[src/rtl/wb_demux.sv]
// rtl/wb_demux.sv - registered 1-to-3 write-back result demultiplexer with a 2-entry FIFO
// Optional feature macro: WB_DEMUX_STATS_EN (adds cnt1..cnt3 delivered-word counters).
// Ports:
//   clk, reset                      single clock, synchronous active-high reset
//   in_valid/in_ready/in_data/in_sel producer stream; sel 00->1, 01->2, 10/11->3
//   outN_valid/outN_ready/outN_data  consumer ports 1..3; unselected ports show 0
//   cnt1/cnt2/cnt3                   per-port delivered-word counters (stats build only)
module wb_demux #(
   parameter int DATA_W = 8
) (
   input  logic              clk,
   input  logic              reset,
   input  logic              in_valid,
   output logic              in_ready,
   input  logic [DATA_W-1:0] in_data,
   input  logic [1:0]        in_sel,
   output logic              out1_valid,
   input  logic              out1_ready,
   output logic [DATA_W-1:0] out1_data,
   output logic              out2_valid,
   input  logic              out2_ready,
   output logic [DATA_W-1:0] out2_data,
   output logic              out3_valid,
   input  logic              out3_ready,
   output logic [DATA_W-1:0] out3_data
`ifdef WB_DEMUX_STATS_EN
   ,
   output logic [15:0]       cnt1,
   output logic [15:0]       cnt2,
   output logic [15:0]       cnt3
`endif
);

   // Occupancy state doubles as the FIFO count.
   typedef enum logic [1:0] {
      EMPTY = 2'd0,
      ONE   = 2'd1,
      FULL  = 2'd2
   } occ_t;

   occ_t              state;
   occ_t              state_nxt;
   logic [DATA_W-1:0] data_mem [2];
   logic [1:0]        sel_mem  [2];
   logic              wr_ptr;
   logic              rd_ptr;
   logic              push;
   logic              pop;
   logic [1:0]        head_sel;
   logic [DATA_W-1:0] head_data;

   assign head_sel  = sel_mem[rd_ptr];
   assign head_data = data_mem[rd_ptr];

   // Depends only on registered state and reset, so no ready pass-through path.
   assign in_ready = (state != FULL) && !reset;
   assign push     = in_valid && in_ready;

   // Only the selected port can show valid, so ready on other ports is ignored.
   assign pop = (out1_valid && out1_ready) ||
                (out2_valid && out2_ready) ||
                (out3_valid && out3_ready);

   always_comb begin
      out1_valid = 1'b0;
      out2_valid = 1'b0;
      out3_valid = 1'b0;
      out1_data  = '0;
      out2_data  = '0;
      out3_data  = '0;
      if (state != EMPTY) begin
         case (head_sel)
            2'b00: begin
               out1_valid = 1'b1;
               out1_data  = head_data;
            end
            2'b01: begin
               out2_valid = 1'b1;
               out2_data  = head_data;
            end
            default: begin
               out3_valid = 1'b1;
               out3_data  = head_data;
            end
         endcase
      end
   end

   always_comb begin
      state_nxt = state;
      case (state)
         EMPTY: if (push) state_nxt = ONE;
         ONE: begin
            if (push && !pop)      state_nxt = FULL;
            else if (pop && !push) state_nxt = EMPTY;
         end
         FULL:  if (pop) state_nxt = ONE;
         default: state_nxt = EMPTY;
      endcase
   end

   always_ff @(posedge clk) begin
      if (reset) begin
         state  <= EMPTY;
         wr_ptr <= 1'b0;
         rd_ptr <= 1'b0;
      end else begin
         state <= state_nxt;
         if (push) wr_ptr <= ~wr_ptr;
         if (pop)  rd_ptr <= ~rd_ptr;
      end
   end

   // Storage needs no reset: entries are only visible while the count covers them.
   always_ff @(posedge clk) begin
      if (push) begin
         data_mem[wr_ptr] <= in_data;
         sel_mem[wr_ptr]  <= in_sel;
      end
   end

`ifdef WB_DEMUX_STATS_EN
   always_ff @(posedge clk) begin
      if (reset) begin
         cnt1 <= '0;
         cnt2 <= '0;
         cnt3 <= '0;
      end else begin
         if (out1_valid && out1_ready) cnt1 <= cnt1 + 16'd1;
         if (out2_valid && out2_ready) cnt2 <= cnt2 + 16'd1;
         if (out3_valid && out3_ready) cnt3 <= cnt3 + 16'd1;
      end
   end
`endif

endmodule

[config.mk]
export PLATFORM = sky130hd
export DESIGN_NAME = wb_demux
export DESIGN_NICKNAME = d
export VERILOG_FILES = /design/src/rtl/wb_demux.sv
export SDC_FILE = /design/constraint.sdc
export NUM_CORES = 1
export LEC_CHECK = 0
export ABC_AREA = 1
export BUFFER_PORTS_ARGS = -buffer_cell sky130_fd_sc_hd__clkbuf_2
export CORE_MARGIN = 10
export CORE_UTILIZATION = 51
export DETAILED_ROUTE_END_ITERATION = 16
export GPL_ROUTABILITY_DRIVEN = 0
export PLACE_DENSITY = 0.83
export SLEW_MARGIN = 20
export SYNTH_ARGS = -nofsm -noshare
export SYNTH_HDL_FRONTEND = slang
export SYNTH_SLANG_ARGS = --single-unit
[constraint.sdc]
create_clock -name clk -period 2.1 [get_ports clk]
set_input_delay 0.21 -clock clk [delete_from_list [all_inputs] [get_ports clk]]
set_output_delay 0.21 -clock clk [all_outputs]
set_load 0.005 [all_outputs]
==> results by group <==
Global route
  • Vias in the first global route: 903
  • Grt ovf: 0
  • Total track usage: 0.116
  • Wire length of the first global-routing pass: 4120 um
  • Largest net degree at the start of global routing: 14
  • Antenna violations before repair: 0

Finish
  • Storage element area: 701 um2
  • Layout Nets: 172
  • Fillers: 174
  • Final Non-Filler Cells: 183
  • Share of post-route cells with drive strength above 1: 0.419
  • # diodes: 0
  • P&R area growth vs syn: 24.9%
  • Utilization after layout: 0.660
  • Multi-input gate area: 397 um2
  • Final non-filler cell area: 1450 um2

Worst setup path
  • Slowest cell on the critical path: dfxtp_1
  • Crit path top cell by count: inv_1
  • CP Capture Type: primary output
  • Critical Path Start Type: flop
  • Crit-path max FO: 8
  • Kind of critical path: flop to primary output
  • Critical Path RT: 1.89 ns
  • Worst Path Arrival: 1.71 ns
  • Critical Path, Cell by Cell: inv_1, nand2_1, nand2_4, nor2_4, inv_1, nor2_1, clkbuf_2
  • Crit path largest cell delay: 0.56 ns

Power
  • Clk pwr share: 0.210
  • Pwr dens: 647 nW/um2
  • Flop pwr share: 0.610
  • Switch share: 0.255
  • Worst VDD drop: 0.547 mV
  • P_sw: 0.000238 W
  • Internal power: 0.000697 W
  • Leak Pwr: 0.695 nW
  • Comb pwr share: 0.180

STA
  • Final Hold Viols: 0
  • Setup-failing EPs final: 0
  • Slew @ Worst Pin: 0.368 ns
  • Setup_tns: 0 ns
  • Count of pins over their slew limit: 0
  • Fmax achieved: 521 MHz
  • Final Skew: 0.00273 ns
  • Fin worst setup slack: 0.180 ns
  • Slew HR: 0.754
  • RSZ-0062 raised after global routing: false
  • Fin crit share: 0.914
  • Minimum clock period: 1.92 ns

Clock tree
  • Reg clk slew, reported paths: 0.12 ns
  • Clk root buf: clkbuf_4
  • # resized after CTS: 0
  • CTS Hold Bufs: 0
  • Max clock buf depth: 2
  • CTS tree: yes
  • H-tree depth: 1
  • Postcts setup bufs: 0
  • CTS buffer count: 3
  • Total clock sinks: 25
  • Clk_lat worst skew: 0.30 ns

Die
  • Core box area: 2190 um2
  • Die area: 4570 um2
  • Cell Rows: 17
  • # IOs: 44
  • Initial core utilization: 0.528
  • Die Ht: 67.6 um
  • Die span in x: 67.6 um

Run status
  • Status: finished, final reports clean

Detailed routing
  • Vias per inst: 4.89
  • Initial DRC Count: 37
  • Overall routed net length: 2580 um
  • DRC: 0
  • First-pass DRT Iterations: 3
  • Via count: 894
  • Routed len/inst: 14.1 um
  • ANT nets after route: 0

Place
  • IO Port Bufs: 43
  • DP Wirelength: 2120 um
  • Placed cell count: 179
  • Placed Area: 1420 um2
  • Placement Setup Slack: 0.527 ns

Logic synthesis
  • Synth Register Bits: 25
  • Yosys warning count: 0
  • Register area share after synthesis: 0.605
  • Synth cell types: 19
  • Syn Nets: 122
  • Synth Instances: 106
  • Netlist Area Pre-Place: 1160 um2
  • Mapped Avg Cell Area: 10.9 um2

Job
  • Number of max-cap violations: 0

Worst hold path
  • Worst hold path type: primary input to flop
[power by group through the flow]
stage	combinational (W)	sequential [W]	clock [W]
final	0.000168	0.000571	0.000196
after detailed placement	0.000169	0.000582	0
after floorplan	0.000111	0.000576	0
after CTS	0.000170	0.000570	0.000204
after global placement	0.000161	0.000581	0
after global routing	0.000187	0.000573	0.000226
[synthesized netlist by cell type]
library cell	n	area share
nor2_1	31	0.10
edfxtp_1	20	0.52
inv_1	12	0.039
mux2i_1	8	0.069
nand2_1	6	0.019
dfxtp_1	5	0.086
a21oi_1	4	0.017
nand2_2	4	0.022
nand2_4	3	0.029
nand4_2	3	0.032
nand3_2	2	0.017
buf_6	1	0.0097
inv_2	1	0.0032
nand3_1	1	0.0043
nor2_2	1	0.0054
nor2_4	1	0.0097
nor3_1	1	0.0043
o21ai_0	1	0.0043
o21ai_2	1	0.0076
[worst paths after layout]
kind | depth (start not counted) | slack (ns) | endpoint | from
min | 1 | 0.09 | data_mem[0][5] | in_data[5]
max | 7 | 0.18 | out3_data[4] | flop
min reg2reg | 2 | 0.50 | wr_ptr | wr_ptr
max reg2reg | 8 | 0.67 | rd_ptr | flop
[cell families after synthesis]
| logic type | synth area share |
|---|---|
| muxes | 0.0692 |
| AOI/OAI and AO/OA | 0.0292 |
| and+or+nand+nor | 0.244 |
| DFF | 0.605 |
| buffers and inverters | 0.0519 |
[worst max-delay path, delay by kind of cell (launching register included)]
| kind | cells | cell delay (ns) |
|---|---|---|
| buf+inv | 3 | 0.38 |
| flops | 1 | 0.56 |
| simple gates | 4 | 0.46 |
[state kept, by name, summed over array words and instances, names as in the netlist, named ones only]
signal and cells:
sel_mem 4, state 2, data_mem 16, wr_ptr 1, rd_ptr 1
[layer usage]
metal,track usage,up-vias,routed length (um)
li1,-,449,-
met1,0.106,417,936
met2,0.229,26,1350
met3,0.0397,2,281
met4,0.0385,0,17
met5,0,-,0
[cell usage in the layout, fill, tap and decap left out]
cell type | synthesis | final
nand2_2 | 4 | 4
nor3_1 | 1 | 1
o21ai_0 | 1 | 1
nor2_1 | 31 | 31
nor2_4 | 1 | 1
mux2i_1 | 8 | 8
nand3_2 | 2 | 2
buf_4 | 0 | 3
a21oi_1 | 4 | 4
nand4_2 | 3 | 3
inv_1 | 12 | 12
nand3_1 | 1 | 1
nor2_2 | 1 | 1
edfxtp_1 | 20 | 20
clkbuf_2 | 0 | 43
clkbuf_4 | 0 | 3
dfxtp_1 | 5 | 5
nand2_4 | 3 | 3
inv_2 | 1 | 1
o21ai_2 | 1 | 1
nand2_1 | 6 | 6
clkbuf_1 | 0 | 1
[through the flow]
step                      hold slack [ns]  total power [W]
final                              0.0907         0.000935
after global routing               0.0767         0.000985
after global placement              0.399         0.000742
after CTS                          0.0853         0.000945
after floorplan                     0.309         0.000687
after detailed placement            0.403         0.000751
[cell type report]
type,instances,share of cell area
well taps,28,0.0242
repair buffers,46,0.165
clock buffers,4,0.0182
inverters,13,0.0338
multi-input cells,67,0.274
flip-flops and latches,25,0.485
(Power assumes the default switching activity.)
